$ cat config.mk
export PLATFORM = sky130hd
export DESIGN_NAME = serial_byte_assembler
export DESIGN_NICKNAME = d
export VERILOG_FILES = /design/src/rtl/serial_byte_assembler.sv
export SDC_FILE = /design/constraint.sdc
export NUM_CORES = 1
export LEC_CHECK = 0
export ABC_CLOCK_PERIOD_IN_PS = 4059
export CORE_UTILIZATION = 52
export CTS_BUF_LIST = sky130_fd_sc_hd__clkbuf_8
export DETAILED_ROUTE_END_ITERATION = 8
export PLACE_DENSITY = 0.85
export SETUP_SLACK_MARGIN = 0.2
export SLEW_MARGIN = 20
export SYNTH_ARGS = -nofsm -noshare
export SYNTH_HDL_FRONTEND = slang
export SYNTH_SLANG_ARGS = --single-unit
$ cat constraint.sdc
create_clock -name clk -period 4.06 [get_ports clk]
set_clock_uncertainty 0.2 [all_clocks]
set_input_delay 0.609 -clock clk [delete_from_list [all_inputs] [get_ports clk]]
set_output_delay 0.609 -clock clk [all_outputs]
set_load 0.02 [all_outputs]
$ cat src/rtl/serial_byte_assembler.sv
`default_nettype none
// ============================================================================
// Module   : serial_byte_assembler
// Purpose  : Collects a serial bit stream into WIDTH-bit words. Each word is
//            presented in a one-word holding register on a descending view
//            (pout) and an ascending view (pout_asc). Valid/ready on both
//            sides. sync re-aligns the word boundary and flags a dropped word.
// Revision : 1.0 - initial release
// ============================================================================
module serial_byte_assembler #(
  parameter int WIDTH     = 8,
  parameter bit MSB_FIRST = 1'b1
) (
  input  logic               clk,
  input  logic               rst,
  input  logic               sin,
  input  logic               sin_valid,
  output logic               sin_ready,
  input  logic               sync,
  output logic [WIDTH-1:0]   pout,
  output logic [0:WIDTH-1]   pout_asc,
  output logic               pout_valid,
  input  logic               pout_ready,
  output logic               dropped
);

  localparam int CW = $clog2(WIDTH);
  localparam logic [CW-1:0] C_LAST = CW'(WIDTH - 1);

  // The only "state" is whether the final bit of a word is blocked by a full
  // holding register; it is fully decoded from cnt/pout_valid/pout_ready.
  typedef enum logic [0:0] {
    COLLECT = 1'b0,
    STALL   = 1'b1
  } state_t;

  logic [WIDTH-1:0] r_sh;
  logic [CW-1:0]    r_cnt;
  logic [WIDTH-1:0] r_pout;
  logic             r_pout_valid;
  logic             r_dropped;

  logic [WIDTH-1:0] w_sh_shift;
  logic [WIDTH-1:0] w_sh_next;
  logic [CW-1:0]    w_cnt_next;
  logic [WIDTH-1:0] w_pout_next;
  logic             w_pout_valid_next;
  logic             w_dropped_next;
  logic             w_acc;
  state_t           w_state;

  // Bit-order selection: where the newly accepted bit enters the shifter.
  generate
    if (MSB_FIRST) begin : g_msb_first
      assign w_sh_shift = {r_sh[WIDTH-2:0], sin};
    end else begin : g_lsb_first
      assign w_sh_shift = {sin, r_sh[WIDTH-1:1]};
    end
  endgenerate

  // State decode and handshake: sync always gets through so re-alignment
  // can never be blocked by a stalled word.
  always_comb begin
    w_state = COLLECT;
    if ((r_cnt == C_LAST) && r_pout_valid && !pout_ready) begin
      w_state = STALL;
    end
    sin_ready = sync | (w_state == COLLECT);
    w_acc     = sin_valid & sin_ready;
  end

  // Next-state logic for the shifter, bit counter and holding register.
  always_comb begin
    w_sh_next         = r_sh;
    w_cnt_next        = r_cnt;
    w_pout_next       = r_pout;
    w_pout_valid_next = r_pout_valid & ~pout_ready;
    w_dropped_next    = 1'b0;
    if (sync) begin
      w_dropped_next = (r_cnt != '0);
      if (w_acc) begin
        w_sh_next  = w_sh_shift;
        w_cnt_next = CW'(1);
      end else begin
        w_cnt_next = '0;
      end
    end else if (w_acc) begin
      w_sh_next = w_sh_shift;
      if (r_cnt == C_LAST) begin
        // Completion is only reachable when the holding register is free or
        // draining this cycle, so the old word is never overwritten.
        w_cnt_next        = '0;
        w_pout_next       = w_sh_shift;
        w_pout_valid_next = 1'b1;
      end else begin
        w_cnt_next = r_cnt + 1'b1;
      end
    end
  end

  // State register with synchronous reset.
  always_ff @(posedge clk) begin
    if (rst) begin
      r_sh         <= '0;
      r_cnt        <= '0;
      r_pout       <= '0;
      r_pout_valid <= 1'b0;
      r_dropped    <= 1'b0;
    end else begin
      r_sh         <= w_sh_next;
      r_cnt        <= w_cnt_next;
      r_pout       <= w_pout_next;
      r_pout_valid <= w_pout_valid_next;
      r_dropped    <= w_dropped_next;
    end
  end

  assign pout       = r_pout;
  assign pout_asc   = r_pout;   // MSB-to-MSB: pout_asc[0] == pout[WIDTH-1]
  assign pout_valid = r_pout_valid;
  assign dropped    = r_dropped;

endmodule
`default_nettype wire

==> flow_results.org, run 1 <==
** GRT
- GRT Resource Usage Total :: 0.158
- Global-route wire length before repair :: 2.17 mm
- Number of antenna violations at the first check in global routing :: 0
- The via count of the first global-routing pass is 496.
- Total global routing overflow :: 0
- Entering global routing, the biggest net connects 21 pins.

** Synth
- Counting every net in the synthesized netlist gives 98.
- Counting flops with a built-in enable in the synthesized netlist gives 0.
- Most frequent cell after synthesis :: sky130_fd_sc_hd__dfxtp_1
- In this run the mean area of a mapped cell was 10.3 µm².
- The number of different library cells used by synthesis comes to 21.
- Most used DFF post-synth :: sky130_fd_sc_hd__dfxtp_1
- By count the netlist is led by sky130_fd_sc_hd__dfxtp_1 (20), sky130_fd_sc_hd__nand2b_1 (18), sky130_fd_sc_hd__mux2i_1 (15), sky130_fd_sc_hd__buf_4 (8), sky130_fd_sc_hd__inv_1 (4).
- Of the post-synthesis cell area, the dominant cell type holds 0.436.
- Portion of the post-synthesis area used by sequential elements :: 0.436
- For this run, the number of Yosys warnings is 0.
- Number of synthesized register bits :: 20
- Synthesis produced a netlist whose cell count is 89.
- Cell taking the most area after synthesis :: sky130_fd_sc_hd__dfxtp_1
- In this run the cell area of the synthesized design comes to 918 µm².
- For this run, asynchronously set or reset flops after synthesis account for 0.
- Sorting the synthesized cells by area gives the leading types as sky130_fd_sc_hd__dfxtp_1 (44%), sky130_fd_sc_hd__mux2i_1 (16%), sky130_fd_sc_hd__nand2b_1 (12%).

** Power and ir drop
- The internal portion of the total power is 0.298 mW.
- Clock group share of total power :: 0.398
- Leakage power total :: 0.462 nW
- Switching share of total power :: 0.196
- Fraction of power consumed by sequential logic :: 0.540
- The analysis attributes to net switching a power of 0.0726 mW.
- Of the total power, combinational logic draws 0.062.
- Maximum vdd ir drop :: 0.203 mV
- Dividing total power by cell area gives a power density of 322 nW/µm².

** Worst setup path
- STA classifies the critical path startpoint as an input port.
- Type of the setup path with the least slack :: in -> out
- Capturing point of the worst reg2reg path :: pout[3]
- The number of cells on the worst reg-to-reg path is 5.
- Internal reg-to-reg setup slack :: 2.30 ns
- Worst Setup End Kind :: output port
- Largest fanout on the critical path :: 6
- STA puts the critical path data required time at 3.25 ns.
- STA puts the critical path data arrival time at about 2 ns.
- The startpoint identified for the worst register-to-register timing path is r_cnt[0].

** Detailed routing
- Router iterations before antenna repair :: 5
- For this block, the routed nets add up to roughly 1.4 mm of wire.
- In this run, the number of DRC markers left after iteration 0 of detailed routing was 15.
- Residual DRC :: 0
- Antenna Nets Post-Route :: 0
- Wire length per cell :: ~12 µm
- Summing over every cut layer, the via total after detailed routing is 631.
- After detailed routing, the number of vias per cell comes to 5.21.

** STA
- Adding up every negative setup slack in the final design gives 0 ns.
- Final worst slack :: 1.25 ns
- For the pin with the worst max-slew slack, the measured transition is 0.547 ns.
- F_max :: 355 MHz
- Final number of max-transition violations :: 0
- In the finished design, the share of the clock period the worst path needs comes to 0.693.
- Normalized max-slew margin :: 0.634
- Setup violations remaining at the end of the flow were counted as 0.
- Final count of hold timing violations :: 0
- RSZ-0062 raised after global routing :: no
- The worst path in the final design needs a cycle of 2.81 ns, including I/O delays and setup.

** Layout
- Fin cells :: 121
- Ratio of cells with drive above 1 in the final layout :: 0.0571
- With fillers left out, the area of the finished cells amounts to 1150 µm².
- Number of inserted diodes :: 0
- Final-stage net count :: 115
- Relative to the synthesized area, the layout overhead comes to 25.2%.
- Final standard cell utilization of the core :: 0.729

** Clock network
- Total number of H-tree levels :: 1
- Clock edge transition at the registers on the reported setup and hold paths :: ~0.07 ns
- Once the clock tree was built, the resizer swapped 0 gates to a different size.
- Clock buffers created by TritonCTS :: 3
- CTS tree :: yes
- For this design, the sink count on the clock tree is 20.
- The number of setup buffers added after CTS is 0.
- Clk Tree Root Cell :: sky130_fd_sc_hd__clkbuf_8
- Maximum count of clock buffers along a single path :: 2
- Hold repair after CTS inserted 0 buffers.
- Source-to-sink clock delay at the later pin of the worst-skew pair :: about 0.25 ns

** Floorplanning
- After floorplanning, the core was divided into 14 placement rows.
- Die height :: 44.0 µm
- Total Die Area :: 1940 µm²
- The die is 44.0 µm wide.
- After floorplanning, the core was sized to cover approximately 1600 µm².
- Initial core utilization :: 0.583
- For this design the top-level I/O count stands at 25.

** Worst hold path
- The worst hold path terminates at r_cnt[2].
- Hold wc startpoint :: r_cnt[2]
- Kind of path behind the tightest hold check :: reg -> reg
- Counting instances, the worst hold path has a depth of 2.

** Status
- Outcome :: finished, final reports clean

** Placement
- DP Worst Slack :: 1.26 ns
- Instance count after placement with tap cells included :: 117
- Once placement finished, the instance area stood at 1090 µm².
- Count of input and output buffers :: 24
- Global placement routability congestion :: around 0.83

** Run
- Maxcap violations :: 0
state kept, by name, summed over array words and instances (netlist names):
register,count
dropped,1
pout_valid,1
r_cnt,3
r_sh,7
pout,8
cell usage in the layout, fill, tap and decap left out, drive strengths merged, types with 3 or more instances in the layout:
cell           synthesis  layout
o21ai                  3       3
nand2b                18      18
clkdlybuf4s50          0      24
clkbuf                 2       4
ha                     3       3
dfxtp                 20      20
mux2i                 15      15
inv                    4       4
worst max path at each step:
stage | start | end | slack (ns) | cells after the start
after floorplan | sync | sin_ready | 2.37 | 1
after global placement | sync | sin_ready | 1.30 | 3
after detailed placement | sync | sin_ready | 1.26 | 3
after CTS | sync | sin_ready | 1.25 | 3
after global routing | sync | sin_ready | 1.20 | 3
final | sync | sin_ready | 1.25 | 3
power groups by stage:
stage | sequential [mW] | combinational [mW] | clock, mW
after floorplan | 0.204 | 0.0146 | 0
after global placement | 0.204 | 0.0224 | 0
after detailed placement | 0.204 | 0.0224 | 0
after CTS | 0.200 | 0.0230 | 0.150
after global routing | 0.200 | 0.0249 | 0.160
final | 0.200 | 0.0230 | 0.147
critical path, cell delays in order:
cell                              delay [ns]
sky130_fd_sc_hd__clkdlybuf4s50_1        0.56
sky130_fd_sc_hd__nand4bb_4              0.22
sky130_fd_sc_hd__clkdlybuf4s50_1        0.61
cell type report:
class                      count  area, µm²
fill                         108        427
multi-input combinational     53        419
sequential                    20        400
timing repair buffer          24        240
clock buffer                   4       55.1
tap                           16       20.0
inverter                       4       15.0
metal layers:
metal	up-vias	GRT usage	wire length (µm)
met3	4	0.0408	74
met2	21	0.235	623
met4	0	0.109	33
met1	287	0.201	707
li1	319	-	-
met5	-	0	0
stage by stage:
stage / power, mW / hold WS (ns)
after floorplan: 0.219 / 0.244
after global placement: 0.227 / 0.258
after detailed placement: 0.227 / 0.269
after CTS: 0.373 / 0.279
after global routing: 0.385 / 0.301
final: 0.370 / 0.275
cell families after synthesis:
family / Yosys count / synth area share
and+or+nand+nor: 28 / 0.207
DFF: 20 / 0.436
adders and majority gates: 3 / 0.0409
AOI/OAI and AO/OA: 7 / 0.0450
buffers and inverters: 16 / 0.108
muxes: 15 / 0.163
No activity file was read; power rests on OpenSTA's default activity.
==> run 2: changes to the inputs <==
- ABC_CLOCK_PERIOD_IN_PS: 4059 -> 2550
- CORE_UTILIZATION: 52 -> 44
- PLACE_DENSITY: 0.85 -> 0.77
- clock period: 4.06 -> 2.55 ns (I/O delays scaled with it)
==> flow_results.org, run 2 (same netlist as run 1, synthesis figures left out) <==
** Worst setup path
- CP peak stage delay :: 0.50 ns
- For the worst setup path, the data required time is 1.97 ns.
- Worst Setup End Kind :: output port
- Kind of start point of the critical path :: input port
- Largest fanout on the critical path :: 6
- The slowest stage of the critical path is the sky130_fd_sc_hd__clkdlybuf4s50_1 cell.
- Launching element of the worst setup path :: sync
- Type of the setup path with the least slack :: in -> out
- Arrival time of data at the critical path endpoint :: 1.53 ns
- In this run the critical register-to-register path is launched from r_cnt[0].
- Cells along the critical path :: clkdlybuf4s50_1 > nand4bb_4 > dlygate4sd2_1

** GRT
- Total global routing overflow :: 0
- Global-route wire length before repair :: 2.35 mm
- GRT Resource Usage Total :: 0.155
- Entering global routing, the biggest net connects 21 pins.
- The initial antenna violation count is 0.
- The via count of the first global-routing pass came to 557.

** Detailed routing
- Residual DRC :: 0
- Detail-routed via count per cell :: 4.70
- In this run, the number of DRC markers left after iteration 0 of detailed routing was 8.
- Wire length on met1 :: 686 µm
- Across all layers, the routed design uses 621 vias.
- After detailed routing, no signal wire sits above met4.
- Detailed route wirelength on metal3 :: between 80 and 90 µm
- Wire length per cell :: between 10 and 15 µm
- Antenna Nets Post-Route :: 0
- Sum of met2 wire segment lengths after detailed routing :: approximately 680 µm
- For this run, the detailed router's first-pass iteration total came to 4.
- Routed wire length :: 1.47 mm

** Clock network
- Post-CTS setup repair buffer count :: 0
- Clock buffers created by TritonCTS :: 3
- After clock tree synthesis, the clock-pin slew on the worst setup and hold paths is 0.07 ns.
- CTS tree :: yes
- Total number of H-tree levels :: 1
- The tree is rooted in a sky130_fd_sc_hd__clkbuf_8.
- Source-to-sink clock delay at the later pin of the worst-skew pair :: 0.25 ns
- Count of hold-fix buffers inserted at cts :: 0
- CTS saw 20 sinks.
- Maximum count of clock buffers along a single path :: 2

** STA
- Counting I/O delays and the setup requirement, the final critical path takes 2.11 ns.
- Setup TNS :: 0 ns
- F_max :: 474 MHz
- Setup repair after global routing left no endpoint under its margin.
- Final period utilization :: 0.827
- Worst slew pin tran :: 0.552 ns
- The number of hold violations in the final report was 0.
- Normalized max-slew margin :: 0.631
- Final number of max-transition violations :: 0
- Number of endpoints failing setup at the final stage :: 0

** Power and ir drop
- Fraction of power consumed by sequential logic :: 0.543
- Maximum vdd ir drop :: 0.354 mV
- In this run the power density over the cells is 504 nW/µm².
- Share of power burned in combinational logic :: 0.061
- Cell internal power was estimated by the tool at ~0.47 mW.
- Summed over all nets, the switching power comes to 0.112 mW.
- Switching share of total power :: 0.192
- Clock group share of total power :: 0.396
- For this design the static power due to leakage is 0.460 nW.

** Status
- Outcome :: finished, final reports clean

** Floorplanning
- Initial core utilization :: 0.468
- Core region area :: 1960 µm²
- # IOs :: 25
- Total Die Area :: 2270 µm²
- Number of core rows :: 16
- Die height :: approximately 48 µm
- The floorplan step set the die width to approximately 48 µm.

** Worst hold path
- In this run the worst hold path is classified as reg -> reg.
- The worst hold path begins at r_cnt[1].

** Layout
- Leaving out fill and tap cells, the most frequent cell in the layout is sky130_fd_sc_hd__clkdlybuf4s50_1.
- Number of inserted diodes :: 0
- The register with the most flip-flops in the layout has 8 of them.
- Commonest non-fill, non-tap cells in the layout :: sky130_fd_sc_hd__clkdlybuf4s50_1 (23), sky130_fd_sc_hd__dfxtp_1 (20), sky130_fd_sc_hd__nand2b_1 (18), sky130_fd_sc_hd__mux2i_1 (15)
- From synthesis to final layout, the design area changed by 26.6%.
- Final-stage net count :: 115
- In the final layout, the share of cells above drive strength 1 is 0.0571.
- After routing the design area is about 1200 µm².
- Count of filler cells inserted in the layout :: 190
- Once layout is complete, the utilization of the core stands at 0.592.

** Placement
- Instance area at placement :: 1110 µm²
- Buffers placed on the I/O ports in this run total 24.
- Summed over all nets, the half-perimeter wirelength after detailed placement is 1.08 mm.
- At the end of routability-driven placement, the weighted congestion stood at 0.784.

** Run
- Max-cap violations in this run came to 0.
[run 2: cell count changes in the layout (fill, tap and decap cells not counted)]
cell                              change
sky130_fd_sc_hd__clkdlybuf4s50_1      -1
sky130_fd_sc_hd__dlygate4sd2_1        +1
[run 2: worst max-delay path: cells and delay by family]
family	cells	cell delay, ns
buf+inv	2	0.85
simple gates	1	0.30
[run 2: final cells by class]
cell class / count / area [µm²] / area share
timing repair buffer: 24 / 239 / 0.206
sequential: 20 / 400 / 0.344
clock buffer: 4 / 55.1 / 0.0474
inverter: 4 / 15.0 / 0.0129
tap: 27 / 33.8 / 0.0291
multi-input combinational: 53 / 419 / 0.361
[run 2: power by group through the flow]
stage,sequential [mW],clock [mW],combinational [mW]
floorplan,0.326,0,0.0233
global placement,0.325,0,0.0356
detailed placement,0.325,0,0.0362
CTS,0.318,0.239,0.0364
global route,0.318,0.256,0.0399
finish,0.318,0.232,0.0358
[run 2: per-stage QoR]
step / hold slack, ns / cells / power (mW) / setup WS, ns
finish: 0.270 / 132 / 0.586 / 0.442
global placement: 0.263 / 128 / 0.361 / 0.216
floorplan: 0.244 / 89 / 0.349 / 0.917
detailed placement: 0.264 / 128 / 0.361 / 0.200
CTS: 0.274 / 132 / 0.593 / 0.453
global route: 0.298 / 132 / 0.614 / 0.387
[run 2: routing by layer]
layer	vias to the layer above	global-route usage
met5	-	0
met4	0	0.0833
met3	2	0.0491
met2	20	0.235
met1	281	0.194
li1	318	-
[run 2: worst paths after layout]
| path | endpoint | slack (ns) | cells after the start |
|---|---|---|---|
| max | sin_ready | 0.44 | 3 |
| min | r_cnt[1] | 0.27 | 2 |
| max reg2reg | pout[3] | 0.81 | 5 |
| min reg2reg | r_cnt[1] | 0.27 | 2 |
[run 2: timing repair]
item,in CTS,in global routing
setup endpoints to repair,1,0
hold endpoints to repair,0,0
resized for setup,1,0
